$ cat src/rtl/serial_pkg.sv
// Shared definitions for the serial adder front end: feeder FSM states, default operand width, FIFO entry sizing.
package serial_pkg;

   localparam int SER_WIDTH = 4;

   typedef enum logic [1:0] {
      ST_IDLE  = 2'd0,
      ST_SHIFT = 2'd1,
      ST_GAP   = 2'd2
   } feeder_state_t;

   // Each FIFO entry holds {cin, b, a}.
   function automatic int entry_width(input int width);
      return 2 * width + 1;
   endfunction

endpackage

$ cat src/rtl/serial_feeder_fifo.sv
// Synchronous FIFO, read data combinational from head; 1-cycle push-to-visible latency.
// Push ignored when full, pop ignored when empty; simultaneous push/pop keeps the count.
module serial_feeder_fifo #(
   parameter int DEPTH = 2,
   parameter int DW    = 9
) (
   input  logic          clk,
   input  logic          rst,
   input  logic          i_push,
   input  logic [DW-1:0] i_push_dat,
   input  logic          i_pop,
   output logic [DW-1:0] o_pop_dat,
   output logic          o_full,
   output logic          o_empty
);
   localparam int AW = $clog2(DEPTH);

   logic [DW-1:0] r_mem [DEPTH];
   logic [AW:0]   r_wr_ptr;
   logic [AW:0]   r_rd_ptr;
   logic          w_wr;
   logic          w_rd;

   // Extra pointer MSB distinguishes full from empty when the indices match.
   assign o_empty   = (r_wr_ptr == r_rd_ptr);
   assign o_full    = (r_wr_ptr[AW] != r_rd_ptr[AW]) && (r_wr_ptr[AW-1:0] == r_rd_ptr[AW-1:0]);
   assign w_wr      = i_push && !o_full;
   assign w_rd      = i_pop && !o_empty;
   assign o_pop_dat = r_mem[r_rd_ptr[AW-1:0]];

   always_ff @(posedge clk or negedge rst) begin
      if (!rst) begin
         r_wr_ptr <= '0;
         r_rd_ptr <= '0;
      end else begin
         if (w_wr) r_wr_ptr <= r_wr_ptr + 1'b1;
         if (w_rd) r_rd_ptr <= r_rd_ptr + 1'b1;
      end
   end

   always_ff @(posedge clk) begin
      if (w_wr) r_mem[r_wr_ptr[AW-1:0]] <= i_push_dat;
   end

endmodule

$ cat src/rtl/serial_operand_feeder.sv
// Buffers operand pairs and streams them LSB-first with first/last framing and GAP idle cycles between words;
// bit 0 appears one edge after the push edge, ser_en=0 freezes the serial side. `SERIAL_FEEDER_STATS_EN adds word_count.
module serial_operand_feeder
   import serial_pkg::*;
#(
   parameter int WIDTH = SER_WIDTH,
   parameter int DEPTH = 2,
   parameter int GAP   = 1
) (
   input  logic             clk,
   input  logic             rst,
   input  logic             in_valid,
   output logic             in_ready,
   input  logic [WIDTH-1:0] in_a,
   input  logic [WIDTH-1:0] in_b,
   input  logic             in_cin,
   input  logic             ser_en,
   output logic             ser_valid,
   output logic             ser_a,
   output logic             ser_b,
   output logic             ser_cin,
   output logic             ser_first,
   output logic             ser_last
`ifdef SERIAL_FEEDER_STATS_EN
   ,
   output logic [15:0]      word_count
`endif
);
   localparam int EW = entry_width(WIDTH);
   localparam int BW = $clog2(WIDTH);
   localparam int GW = (GAP > 1) ? $clog2(GAP) : 1;
   localparam logic [BW-1:0] BIT_LAST = BW'(WIDTH - 1);
   localparam logic [GW-1:0] GAP_LAST = GW'((GAP > 0) ? GAP - 1 : 0);

   logic          w_full;
   logic          w_empty;
   logic          w_pop;
   logic          w_at_last;
   logic          w_gap_done;
   logic [EW-1:0] w_head;

   feeder_state_t    r_state;
   logic [WIDTH-1:0] r_sa;
   logic [WIDTH-1:0] r_sb;
   logic [BW-1:0]    r_bit_cnt;
   logic [GW-1:0]    r_gap_cnt;
   logic             r_valid;
   logic             r_cin;
   logic             r_first;
   logic             r_last;

   serial_feeder_fifo #(
      .DEPTH (DEPTH),
      .DW    (EW)
   ) u_fifo (
      .clk        (clk),
      .rst        (rst),
      .i_push     (in_valid),
      .i_push_dat ({in_cin, in_b, in_a}),
      .i_pop      (w_pop),
      .o_pop_dat  (w_head),
      .o_full     (w_full),
      .o_empty    (w_empty)
   );

   assign in_ready   = !w_full;
   assign w_at_last  = (r_state == ST_SHIFT) && (r_bit_cnt == BIT_LAST);
   assign w_gap_done = (r_state == ST_GAP) && (r_gap_cnt == GAP_LAST);
   // Every word boundary that may pull the next pair straight into the shifter.
   assign w_pop = ser_en && !w_empty &&
                  ((r_state == ST_IDLE) || w_gap_done || (w_at_last && (GAP == 0)));

   always_ff @(posedge clk or negedge rst) begin
      if (!rst) begin
         r_state   <= ST_IDLE;
         r_sa      <= '0;
         r_sb      <= '0;
         r_bit_cnt <= '0;
         r_gap_cnt <= '0;
         r_valid   <= 1'b0;
         r_cin     <= 1'b0;
         r_first   <= 1'b0;
         r_last    <= 1'b0;
      end else if (ser_en) begin
         if (w_pop) begin
            r_state   <= ST_SHIFT;
            r_sa      <= w_head[WIDTH-1:0];
            r_sb      <= w_head[2*WIDTH-1:WIDTH];
            r_cin     <= w_head[2*WIDTH];
            r_bit_cnt <= '0;
            r_valid   <= 1'b1;
            r_first   <= 1'b1;
            r_last    <= 1'b0;
         end else begin
            case (r_state)
               ST_SHIFT: begin
                  if (w_at_last) begin
                     r_state   <= (GAP != 0) ? ST_GAP : ST_IDLE;
                     r_gap_cnt <= '0;
                     r_sa      <= '0;
                     r_sb      <= '0;
                     r_valid   <= 1'b0;
                     r_cin     <= 1'b0;
                     r_first   <= 1'b0;
                     r_last    <= 1'b0;
                  end else begin
                     r_sa      <= r_sa >> 1;
                     r_sb      <= r_sb >> 1;
                     r_bit_cnt <= r_bit_cnt + 1'b1;
                     r_cin     <= 1'b0;
                     r_first   <= 1'b0;
                     r_last    <= ((r_bit_cnt + 1'b1) == BIT_LAST);
                  end
               end
               ST_GAP: begin
                  if (w_gap_done) r_state <= ST_IDLE;
                  else            r_gap_cnt <= r_gap_cnt + 1'b1;
               end
               default: r_state <= ST_IDLE;
            endcase
         end
      end
   end

   assign ser_valid = r_valid;
   assign ser_a     = r_sa[0];
   assign ser_b     = r_sb[0];
   assign ser_cin   = r_cin;
   assign ser_first = r_first;
   assign ser_last  = r_last;

`ifdef SERIAL_FEEDER_STATS_EN
   logic [15:0] r_word_count;

   always_ff @(posedge clk or negedge rst) begin
      if (!rst)                r_word_count <= '0;
      else if (ser_en && r_last) r_word_count <= r_word_count + 16'd1;
   end

   assign word_count = r_word_count;
`endif

endmodule

$ cat config.mk
export PLATFORM = sky130hd
export DESIGN_NAME = serial_operand_feeder
export DESIGN_NICKNAME = d
export VERILOG_FILES = /design/src/rtl/serial_pkg.sv /design/src/rtl/serial_feeder_fifo.sv /design/src/rtl/serial_operand_feeder.sv
export SDC_FILE = /design/constraint.sdc
export NUM_CORES = 1
export LEC_CHECK = 0
export ABC_AREA = 1
export CORE_MARGIN = 3
export CORE_UTILIZATION = 59
export DETAILED_ROUTE_END_ITERATION = 8
export PLACE_DENSITY = 0.83
export SYNTH_ARGS = -nofsm -noshare
export SYNTH_HDL_FRONTEND = slang
export SYNTH_HIERARCHICAL = 1
export SYNTH_SLANG_ARGS = --single-unit
$ cat constraint.sdc
create_clock -name clk -period 2.1 [get_ports clk]
set_input_delay 0.315 -clock clk [delete_from_list [all_inputs] [get_ports clk]]
set_output_delay 0.315 -clock clk [all_outputs]
set_load 0.005 [all_outputs]
==> flow_summary.yaml <==
status:
  outcome: "complete, no violations"
cells_and_area:
  multiInputGateArea_um2: 621.8
  area_delta_synth_final_pct: 16.17
  nNetsFinal: 231
  drive_above_1_share_pct: 10.28
  fillers: 197
  antenna_cells: 0
  seqCellArea_um2: 1066
clock_tree:
  cts_buffers: 5
  cts-root-buf: "clkbuf_4"
  insertion_delay_ns: 0.34
  cts_tree: "yes"
  clockBufferDepth: 2
  clk_pin_slew_ns: 0.11
  postCtsSetupRepairBufs: 0
  cts_hold_buf: 0
  postCtsResizedCells: 0
  htreeDepth: 2
  clkSinkCount: 39
die:
  initial_core_util_pct: 63.73
  fp.dieW_um: 61.28
  die_h_um: 61.28
  pin_count: 20
  rows: 19
  core_area_um2: 2829
  die_area_um2: 3755
routing:
  dr_total_vias: 1309
  drcViolationCount: 0
  wl_per_cell_um: 12.55
  drt_iter0_drc: 98
  finalWirelength_mm: 3.074
  viasPerCell: 5.343
  ant_nets: 0
  dr.pass1.iters: 4
placement:
  dpl.hpwl_mm: 2.247
  place_ws_ns: 0.2784
  place.gp.congestion: 0.8187
  io_buffers: 19
global_route:
  antenna_found_initial: 0
  grt_pass1_vias: 1243
  grt_pass1_wl_mm: 5.126
  grt_overflow_total: 0
  groute.usage.overall_pct: 19.07
  grt_max_degree: 26
setup_path:
  endpoint_kind: "output pin"
  arrival_ns: 1.64
  critPathLaunchType: "flop"
  path_max_fanout: 5
  critical_path_required_ns: 1.78
  worstSetupPathType: "flop to output pin"
power:
  power.density_nw_per_um2: 1356
  leakagePower_nw: 1.031
  total_power_mw: 2.840
  irDropWorstVdd_uv: 836.0
timing:
  worstMarginPinSlew_ns: 0.4359
  slew_viol_final: 0
  setup_viol: 0
  slew_headroom_pct: 70.87
  tns_ns: 0
  period_share_pct: 93.09
  hold_viol: 0
  finClkSkew_ns: 0.01139
  max_freq_mhz: 511.5
  fin_crit_ns: 1.955
  rsz0062_at_grt: "false"
  finalWorstSetupSlack_ns: 0.1451
job:
  drv_cap: 0
worst_hold_path:
  hold_path_class: "input pin to async pin"
logic_synthesis:
  synth_top_area_share_pct: 29.98
  synth_warnings: 6
  synth_seq_area_share_pct: 59.13
  syn_inst: 189
  synth_largest_area_cell: "edfxtp_1"
  ys_ff_latch: 39
  synth_fp_nets: 207
  syn-cell-area_um2: 1803
  synth_area_leaders: "edfxtp_1, dfrtp_1, nand2_1"
  synth.distinct_cells: 21
  synth_area_per_cell_um2: 9.540
Yosys cell counts:
cell type and instances:
xor2_1 1, and3_1 1, nand2_2 2, clkbuf_1 1, edfxtp_1 18, a21oi_2 1
buf_2 2, ha_1 5, nand2_1 70, buf_6 2, inv_2 3, nor2_1 2
o21ai_1 2, dfrtp_1 21, nand2_4 2, nor2_8 1, inv_1 17, clkinv_1 1
nand3_2 3, o21ai_0 1, nand3_1 33
flip-flops by register name, summed over array words and instances (netlist names):
register / count
u_fifo/r_mem: 18
r_sa: 4
r_sb: 4
r_bit_cnt: 2
r_state: 2
u_fifo/r_rd_ptr: 2
u_fifo/r_wr_ptr: 2
r_gap_cnt: 1
ser_cin: 1
ser_first: 1
ser_last: 1
ser_valid: 1
cells by family after synthesis:
family / count (synthesis) / synth area share, %
XOR/XNOR: 1 / 0.4859
adder cells (fa/ha/maj): 5 / 3.470
flip-flops: 39 / 59.13
AND/OR/NAND/NOR: 114 / 29.22
AO/OA/AOI/OAI: 4 / 1.318
buffers and inverters: 26 / 6.384
through the flow:
step	instances	hold slack (ns)	area (µm²)	utilization, %
floorplan	189	0.01941	1803	-
global placement	237	0.4710	2018	71.34
detailed placement	237	0.4769	2018	71.34
CTS	245	0.2919	2095	74.04
global route	245	0.3001	2095	74.04
finish	245	0.2988	2095	74.04
area by class of cell:
cell class | count | share of cell area [%]
Clock inverter | 3 | 1.852
Timing Repair Buffer | 22 | 10.16
Clock buffer | 5 | 1.792
Sequential cell | 39 | 50.90
Multi-Input combinational cell | 124 | 29.69
Inverter | 21 | 3.763
Tap cell | 31 | 1.852
placed cells by master, fill, tap and decap left out, types with 2 or more instances in the layout:
cell             netlist  routed
clkinv_1               1       2
nand2_4                2       2
ha_1                   5       5
inv_1                 17      17
nand3_1               33      33
nand2_2                2       2
inv_2                  3       3
clkbuf_4               0       5
buf_4                  0       3
nand2_1               70      70
nor2_1                 2       2
clkdlybuf4s50_1        0      19
edfxtp_1              18      18
dfrtp_1               21      21
nand3_2                3       3
o21ai_1                2       2
worst max-delay path: stages, from the launching register on:
cell,delay [ns]
dfrtp_1,0.46
inv_2,0.06
nand2_1,0.05
nand2_1,0.06
nand2_2,0.10
inv_1,0.05
inv_1,0.04
clkdlybuf4s50_1,0.48
power breakdown:
part,switching [mW],leakage [nW],total (mW),internal (mW)
logic,0.714,0.557,1.16,0.443
clock network,0.231,0.0426,0.475,0.245
registers,0.142,0.431,1.21,1.07
path summary, 6_finish.rpt:
check / slack [ns] / startpoint / cells after the start / to
max in group asynchronous: 1.58 / rst / 2 / u_fifo/r_wr_ptr[0]
hold reg to reg: 0.49 / ser_valid / 2 / ser_valid
setup / recovery: 0.15 / u_fifo/r_rd_ptr[1] / 7 / in_ready
hold / removal: 0.30 / rst / 2 / r_state[0]
setup reg to reg: 0.37 / u_fifo/r_wr_ptr[1] / 11 / u_fifo/r_rd_ptr[1]
min in group clk: 0.49 / ser_valid / 2 / ser_valid
routing by layer:
layer,up-vias,GRT usage [%],wire (µm)
met1,615,20.46,1251
met2,30,34.74,1596
li1,655,-,-
met4,0,7.740,76
met5,-,0,0
met3,9,5.660,150
Power figures use the tool's default switching activity.
